**config.mk**
```make
export PLATFORM = sky130hd
export DESIGN_NAME = multi_complex_freq
export DESIGN_NICKNAME = d
export VERILOG_FILES = /design/src/rtl/multi_complex_freq_pkg.sv /design/src/rtl/multi_complex_freq_quad_tracker.sv /design/src/rtl/multi_complex_freq.sv
export SDC_FILE = /design/constraint.sdc
export NUM_CORES = 2
export LEC_CHECK = 0
export ABC_AREA = 0
export BUFFER_PORTS_ARGS = -buffer_cell sky130_fd_sc_hd__buf_4
export CAP_MARGIN = 20
export CORE_MARGIN = 2
export CORE_UTILIZATION = 65
export DETAILED_ROUTE_END_ITERATION = 10
export PLACE_DENSITY = 0.88
export REMOVE_ABC_BUFFERS = 1
export SYNTH_ARGS = -nofsm -noshare
export SYNTH_HDL_FRONTEND = slang
export SYNTH_SLANG_ARGS = --single-unit
```
**constraint.sdc**
```tcl
create_clock -name clk -period 20.4 [get_ports clk]
set_input_delay 2.04 -clock clk [delete_from_list [all_inputs] [get_ports clk]]
set_output_delay 2.04 -clock clk [all_outputs]
set_load 0.005 [all_outputs]
```
**src/rtl/multi_complex_freq_pkg.sv**
```systemverilog
// rtl/multi_complex_freq_pkg.sv - shared constants for the multi-channel frequency/amplitude monitor
package multi_complex_freq_pkg;

    localparam logic [1:0] Q_PP = 2'd0;
    localparam logic [1:0] Q_NP = 2'd1;
    localparam logic [1:0] Q_NN = 2'd2;
    localparam logic [1:0] Q_PN = 2'd3;

    // (q_new - q_old) mod 4
    localparam logic [1:0] D_HOLD = 2'd0;
    localparam logic [1:0] D_INC  = 2'd1;
    localparam logic [1:0] D_SKIP = 2'd2;
    localparam logic [1:0] D_DEC  = 2'd3;

    localparam int UPD_LAT = 3;

    function automatic logic [1:0] quadrant(input logic i_neg, input logic q_neg);
        case ({i_neg, q_neg})
            2'b00:   quadrant = Q_PP;
            2'b10:   quadrant = Q_NP;
            2'b11:   quadrant = Q_NN;
            default: quadrant = Q_PN;
        endcase
    endfunction

endpackage

```
**src/rtl/multi_complex_freq_quad_tracker.sv**
```systemverilog
// rtl/multi_complex_freq_quad_tracker.sv - per-pair quadrant transition and count update
module multi_complex_freq_quad_tracker
    import multi_complex_freq_pkg::*;
#(
    parameter int FW = 17
) (
    input  logic                 i_neg,
    input  logic                 q_neg,
    input  logic [1:0]           q_old,
    input  logic                 seeded,
    input  logic signed [FW-1:0] count_in,
    input  logic                 invalid_in,
    output logic [1:0]           q_new,
    output logic signed [FW-1:0] count_out,
    output logic                 invalid_out,
    output logic                 sat
);

    localparam logic signed [FW-1:0] CNT_MAX = {1'b0, {(FW-1){1'b1}}};
    localparam logic signed [FW-1:0] CNT_MIN = {1'b1, {(FW-1){1'b0}}};

    logic [1:0] d;

    assign q_new = quadrant(i_neg, q_neg);
    assign d     = q_new - q_old;

    always_comb begin
        count_out   = count_in;
        invalid_out = invalid_in;
        sat         = 1'b0;
        // An unseeded channel only records its starting quadrant.
        if (seeded) begin
            case (d)
                D_INC: begin
                    if (count_in == CNT_MAX) sat = 1'b1;
                    else                     count_out = count_in + FW'(1);
                end
                D_DEC: begin
                    if (count_in == CNT_MIN) sat = 1'b1;
                    else                     count_out = count_in - FW'(1);
                end
                D_SKIP:  invalid_out = 1'b1;
                D_HOLD:  count_out = count_in;
                default: count_out = count_in;
            endcase
        end
    end

endmodule

```
**src/rtl/multi_complex_freq.sv**
```systemverilog
// rtl/multi_complex_freq.sv - multi-channel I/Q quadrant frequency counter with min/max magnitude tracking
module multi_complex_freq
    import multi_complex_freq_pkg::*;
#(
    parameter int DW  = 18,
    parameter int NCH = 4,
    parameter int CHW = 2,
    parameter int FW  = 17,
    parameter int AW  = 17,
    parameter int PW  = 16
) (
    input  logic                 clk,
    input  logic                 rst_n,
    input  logic signed [DW-1:0] s_data,
    input  logic                 s_valid,
    input  logic                 s_iq,
    input  logic [CHW-1:0]       s_chan,
    input  logic [PW-1:0]        period,
    input  logic [CHW-1:0]       rd_chan,
    output logic signed [FW-1:0] rd_freq,
    output logic                 rd_freq_valid,
    output logic [AW-1:0]        rd_amp_max,
    output logic [AW-1:0]        rd_amp_min,
    output logic                 updated,
    output logic [CHW-1:0]       upd_chan,
    output logic                 protocol_err
);

    localparam int PL = UPD_LAT - 1;

    // Beat protocol state
    logic           pend;
    logic [CHW-1:0] pend_chan;
    logic           pend_ineg;
    logic           in_range, rd_in_range, last_chan;
    logic           pair_ok, err, mark;
    logic [CHW-1:0] mark_chan;

    // Frame / window control
    logic [PW-1:0]  frame_cnt, act_period, period_eff;
    logic [PW:0]    frame_next;
    logic           frame_done;
    logic [NCH-1:0] close_pend;

    // Pipeline entries travelling alongside the multiplier
    logic           pipe_pair [PL];
    logic           pipe_fin  [PL];
    logic           pipe_mark [PL];
    logic           pipe_ineg [PL];
    logic           pipe_qneg [PL];
    logic [CHW-1:0] pipe_chan [PL];

    logic signed [DW-1:0]   x_r;
    logic                   x_i;
    logic signed [2*DW-1:0] x_ext, sq;
    logic [2*DW-1:0]        isq, mag2;

    // Per-channel state and readout storage
    logic [1:0]           q_old    [NCH];
    logic signed [FW-1:0] cnt      [NCH];
    logic [AW-1:0]        amin     [NCH];
    logic [AW-1:0]        amax     [NCH];
    logic [NCH-1:0]       inv, seeded, started;
    logic signed [FW-1:0] res_freq [NCH];
    logic [AW-1:0]        res_min  [NCH];
    logic [AW-1:0]        res_max  [NCH];
    logic [NCH-1:0]       res_valid;

    logic [CHW-1:0]       c;
    logic [1:0]           trk_q;
    logic signed [FW-1:0] trk_cnt;
    logic                 trk_inv, trk_sat;
    logic [AW-1:0]        amp, min_next, max_next;

    assign in_range    = 32'(s_chan) < NCH;
    assign rd_in_range = 32'(rd_chan) < NCH;
    assign last_chan   = s_chan == CHW'(NCH - 1);
    assign period_eff  = (period == '0) ? PW'(1) : period;
    assign frame_next  = {1'b0, frame_cnt} + {{PW{1'b0}}, 1'b1};
    assign frame_done  = pair_ok && last_chan && (frame_next >= {1'b0, act_period});

    always_comb begin
        pair_ok   = 1'b0;
        err       = 1'b0;
        mark      = 1'b0;
        mark_chan = pend_chan;
        if (s_valid) begin
            if (!s_iq) begin
                if (pend || !in_range) begin
                    err  = 1'b1;
                    mark = pend;
                end
            end else if (pend && s_chan == pend_chan) begin
                pair_ok = 1'b1;
            end else begin
                err = 1'b1;
                if (pend) begin
                    mark = 1'b1;
                end else if (in_range) begin
                    mark      = 1'b1;
                    mark_chan = s_chan;
                end
            end
        end
    end

    // Shared squarer: the I square waits in isq until its Q beat arrives.
    assign x_ext = {{DW{x_r[DW-1]}}, x_r};
    assign sq    = x_ext * x_ext;

    always_ff @(posedge clk) begin
        if (!rst_n) begin
            pend         <= 1'b0;
            pend_chan    <= '0;
            pend_ineg    <= 1'b0;
            protocol_err <= 1'b0;
            frame_cnt    <= '0;
            act_period   <= PW'(1);
            close_pend   <= '0;
            x_r          <= '0;
            x_i          <= 1'b0;
            isq          <= '0;
            mag2         <= '0;
            for (int k = 0; k < PL; k++) begin
                pipe_pair[k] <= 1'b0;
                pipe_fin[k]  <= 1'b0;
                pipe_mark[k] <= 1'b0;
                pipe_ineg[k] <= 1'b0;
                pipe_qneg[k] <= 1'b0;
                pipe_chan[k] <= '0;
            end
        end else begin
            protocol_err <= err;
            if (s_valid) begin
                if (!s_iq) begin
                    pend      <= in_range;
                    pend_chan <= s_chan;
                    pend_ineg <= s_data[DW-1];
                end else begin
                    pend <= 1'b0;
                end
                x_r <= s_data;
            end
            x_i <= s_valid && !s_iq;

            if (pair_ok && last_chan) begin
                if (frame_done) begin
                    frame_cnt  <= '0;
                    act_period <= period_eff;
                end else begin
                    frame_cnt  <= frame_next[PW-1:0];
                end
            end
            // A close arms every channel; its next valid pair becomes the final one.
            if (pair_ok)    close_pend[s_chan] <= 1'b0;
            if (frame_done) close_pend <= '1;

            pipe_pair[0] <= pair_ok;
            pipe_fin[0]  <= pair_ok && close_pend[s_chan];
            pipe_mark[0] <= mark;
            pipe_ineg[0] <= pend_ineg;
            pipe_qneg[0] <= s_data[DW-1];
            pipe_chan[0] <= mark ? mark_chan : s_chan;
            for (int k = 1; k < PL; k++) begin
                pipe_pair[k] <= pipe_pair[k-1];
                pipe_fin[k]  <= pipe_fin[k-1];
                pipe_mark[k] <= pipe_mark[k-1];
                pipe_ineg[k] <= pipe_ineg[k-1];
                pipe_qneg[k] <= pipe_qneg[k-1];
                pipe_chan[k] <= pipe_chan[k-1];
            end

            if (x_i)          isq  <= sq;
            if (pipe_pair[0]) mag2 <= isq + sq;
        end
    end

    assign c   = pipe_chan[PL-1];
    assign amp = mag2[2*DW-1 -: AW];

    multi_complex_freq_quad_tracker #(.FW(FW)) u_quad_tracker (
        .i_neg       (pipe_ineg[PL-1]),
        .q_neg       (pipe_qneg[PL-1]),
        .q_old       (q_old[c]),
        .seeded      (seeded[c]),
        .count_in    (cnt[c]),
        .invalid_in  (inv[c]),
        .q_new       (trk_q),
        .count_out   (trk_cnt),
        .invalid_out (trk_inv),
        .sat         (trk_sat)
    );

    always_comb begin
        min_next = amp;
        max_next = amp;
        if (started[c]) begin
            min_next = (amp < amin[c]) ? amp : amin[c];
            max_next = (amp > amax[c]) ? amp : amax[c];
        end
    end

    always_ff @(posedge clk) begin
        if (!rst_n) begin
            inv           <= '0;
            seeded        <= '0;
            started       <= '0;
            res_valid     <= '0;
            updated       <= 1'b0;
            upd_chan      <= '0;
            rd_freq       <= '0;
            rd_freq_valid <= 1'b0;
            rd_amp_max    <= '0;
            rd_amp_min    <= '0;
            for (int k = 0; k < NCH; k++) begin
                q_old[k]    <= '0;
                cnt[k]      <= '0;
                amin[k]     <= '0;
                amax[k]     <= '0;
                res_freq[k] <= '0;
                res_min[k]  <= '0;
                res_max[k]  <= '0;
            end
        end else begin
            updated <= 1'b0;
            if (pipe_pair[PL-1]) begin
                q_old[c]  <= trk_q;
                seeded[c] <= 1'b1;
                if (pipe_fin[PL-1]) begin
                    res_freq[c]  <= trk_cnt;
                    res_valid[c] <= ~(trk_inv | trk_sat);
                    res_min[c]   <= min_next;
                    res_max[c]   <= max_next;
                    cnt[c]       <= '0;
                    inv[c]       <= 1'b0;
                    started[c]   <= 1'b0;
                    amin[c]      <= '0;
                    amax[c]      <= '0;
                    updated      <= 1'b1;
                    upd_chan     <= c;
                end else begin
                    cnt[c]     <= trk_cnt;
                    inv[c]     <= trk_inv | trk_sat;
                    started[c] <= 1'b1;
                    amin[c]    <= min_next;
                    amax[c]    <= max_next;
                end
            end else if (pipe_mark[PL-1]) begin
                inv[c] <= 1'b1;
            end

            rd_freq       <= rd_in_range ? res_freq[rd_chan]  : '0;
            rd_freq_valid <= rd_in_range ? res_valid[rd_chan] : 1'b0;
            rd_amp_max    <= rd_in_range ? res_max[rd_chan]   : '0;
            rd_amp_min    <= rd_in_range ? res_min[rd_chan]   : '0;
        end
    end

endmodule

```
==> run_results.csv <==
group,metric,value,unit
status,outcome,"completed",
sta,slew_viol_final,0,
routing,dr.pass1.iters,7,
sta,skew,0.03481,ns
pwr,p_switching,957.2,uW
clock_network,htree_levels,3,
placement,placed_cells,4213,
routing,wire_per_inst,21.57,um
yosys,synth.distinct_cells,76,
die,core-area,0.05891,mm^2
yosys,synth-main-ff-cell,"edfxtp_1",
yosys,netlist_area,0.03861,mm^2
sta,max_slew_margin,22.78,%
clock_network,cts_sinks,611,
yosys,syn_inst,3472,
critical_path,critPathKind,"reg -> reg",
pwr,pwr-share-comb,21.2,%
yosys,synth_largest_area_cell,"edfxtp_1",
pwr,total_power,3288,uW
critical_path,critPathArrivalTime,9.62,ns
pwr,clockPowerShare,36.4,%
placement,preCtsSetupSlack,11.39,ns
yosys,synth.area.top_cells,"edfxtp_1 32%, fa_1 15%, dfxtp_1 10%",
sta,finalHoldViolations,0,
routing,drt_wl_total,93480,um
cells_and_area,area.growth.synth_to_final,9.306,%
yosys,synthArstFlopShare,0,%
sta,final-setup-viol-count,0,
routing,avgViaCountPerCell,6.216,
sta,worst_slew_pin_slew,1.150,ns
clock_network,ctsHoldBuffers,0,
critical_path,worstPathRequired,20.89,ns
yosys,synth_seq_cells,611,
yosys,avgSynthCellArea,11.12,um^2
sta,rsz0062_at_grt,"false",
cells_and_area,instances_no_fill,4334,
yosys,synth_edf_count,416,
die,ios,98,
cells_and_area,antennaDiodeCount,0,
yosys,yosysMostFrequentCell,"inv_1",
critical_path,cpPeakStageDelay,0.80,ns
clock_network,cts_tree,"done",
sta,period_minus_slack,9.122,ns
clock_network,path_clk_slew,0.05,ns
die,die_w,247.7,um
pwr,leakagePower,0.01768,uW
global_routing,track_usage,31.22,%
critical_path,critPathMostFrequentCell,"inv_1",
cells_and_area,utilization,71.65,%
clock_network,ctsResizeCount,0,
global_routing,grt_pass1_vias,27930,
hold_path,min_path_type,"reg -> reg",
routing,remaining_drc_errors,0,
flow_run,timing.max_cap.violations,0,
die,fp.dieH,247.7,um
global_routing,grt_pass1_wl,148300,um
placement,port-buffer-count,97,
yosys,synthDominantCellAreaShare,32.35,%
clock_network,post-cts-setup-buffers,0,
sta,final.setup.worst_slack,11.28,ns
routing,ant_nets,0,
yosys,yosys-top-cells-count,"486 x inv_1, 458 x nor2_1, 416 x edfxtp_1, 298 x fa_1, 227 x nand2_1",
cells_and_area,drive_gt1_share,10.87,%
pwr,p_per_area,77.90,mW/mm^2
clock_network,cts-root-buf,"clkbuf_16",
pwr,p_seq_share,42.4,%
critical_path,path_max_fanout,23,
clock_network,cts-buffers-inserted,66,
global_routing,grt_max_degree,77,
sta,setup-tns-final,0,ns
pwr,intPower,2331,uW
sta,finalCritPeriodShare,44.71,%
placement,globalplace.congestion,0.9388,
routing,drt_iter0_drc,2866,
sta,fmax,109.6,MHz
yosys,ys_warn_count,0,
yosys,seq_area_frac_synth,42.46,%
placement,dpl.hpwl,60910,um
pwr,ir_drop,0.07388,mV
critical_path,critPathLaunchType,"register",
clock_network,clk_latency,0.62,ns
pwr,p_sw_share,29.11,%
cells_and_area,nets,4037,
die,initial_core_util,65.55,%
global_routing,overflow,0,
die,die-area,0.06137,mm^2
clock_network,cts_buffer_depth,3,
die,row_count,89,
critical_path,endpoint_kind,"register",
routing,vias,26942,
global_routing,antenna_found_initial,2,
critical_path,slowest_stage,"dfxtp_1",
==> cell usage in the layout (no fill, tap or decap), types with 21 or more instances in the layout <==
cell type  Yosys  final
a21o_1        33     33
a21oi_1      209    209
and2_1       110    110
buf_4          1    129
clkbuf_1     129     24
clkbuf_16      0     67
dfxtp_1      195    192
edfxtp_1     416    416
fa_1         298    298
ha_1         189    189
inv_1        486    485
mux2i_1       93     93
mux4_2       109    109
nand2_1      227    219
nand2b_1      22     22
nand3_1       50     48
nor2_1       458    458
nor2b_1       21     21
nor3_1        23     23
o21ai_0       43     37
xnor2_1       47     47
xor2_1        45     45
==> power groups by stage <==
stage          Clock (uW)  Combinational [uW]  Sequential [uW]
2_1_floorplan           0                 493             1410
5_1_grt              1250                 775             1400
6_report             1200                 697             1390
3_5_place_dp            0                 680             1420
3_3_place_gp            0                 656             1410
4_1_cts              1200                 689             1390
==> worst max-delay path: cells and delay by family (launching register included) <==
family	cells	cell delay, ns
buffers and inverters	7	0.90
and+or+nand+nor	8	1.56
xor gates and xnor gates	2	0.27
AOI/OAI and AO/OA	5	1.63
adders and majority gates	8	3.83
DFF	1	0.80
==> per-layer routing <==
metal	vias to the layer above	wire length (um)	track usage (%)
met5	-	0	0
met4	0	4398	14.27
met3	358	8857	6.315
met2	1542	46570	52.97
met1	13288	33650	38.81
li1	11754	-	-
==> cells by family (layout without fill, tap and decap cells) <==
| family | count (synthesis) | in the layout | share of synthesized area (%) |
|---|---|---|---|
| simple gates | 991 | 991 | 11.51 |
| compound gates | 428 | 428 | 6.776 |
| flops | 611 | 611 | 42.46 |
| buf+inv | 648 | 737 | 6.351 |
| xor+xnor | 99 | 99 | 2.382 |
| fa+ha+maj | 487 | 487 | 21.57 |
| mux | 208 | 208 | 8.943 |
==> layout make-up <==
cell class / count / area (um^2)
clock buffers: 100 / 1891
clock inverters: 21 / 275.3
fillers: 3778 / 16700
inverters: 487 / 1828
multi-input cells: 2213 / 19880
flip-flops and latches: 611 / 16400
well taps: 773 / 967.2
repair buffers: 129 / 968.4
==> through the flow <==
step           hold WS (ns)  cell area [um^2]
6_report             0.4322             42210
5_1_grt              0.4444             42210
4_1_cts              0.4341             42210
3_5_place_dp         0.4177             40040
3_3_place_gp         0.4132             40040
2_1_floorplan        0.4118             37990
==> sequential cells by signal, indices dropped and copies added, names as in the netlist, 18 cells and up, named ones only <==
name	cells
cnt	68
res_freq	68
amax	68
x_r	18
isq	34
res_min	68
amin	68
res_max	68
==> path summary, 6_finish.rpt <==
kind | from | to | slack, ns | depth (start not counted)
worst min-delay path | pipe_chan[0][0] | pipe_chan[0][2] | 0.43 | 1
worst max-delay path | x_r[17] | mag2[35] | 11.28 | 30
worst max register to register | x_r[17] | mag2[35] | 11.28 | 30
worst min register to register | pipe_chan[0][0] | pipe_chan[0][2] | 0.43 | 1
(Power assumes the default switching activity.)
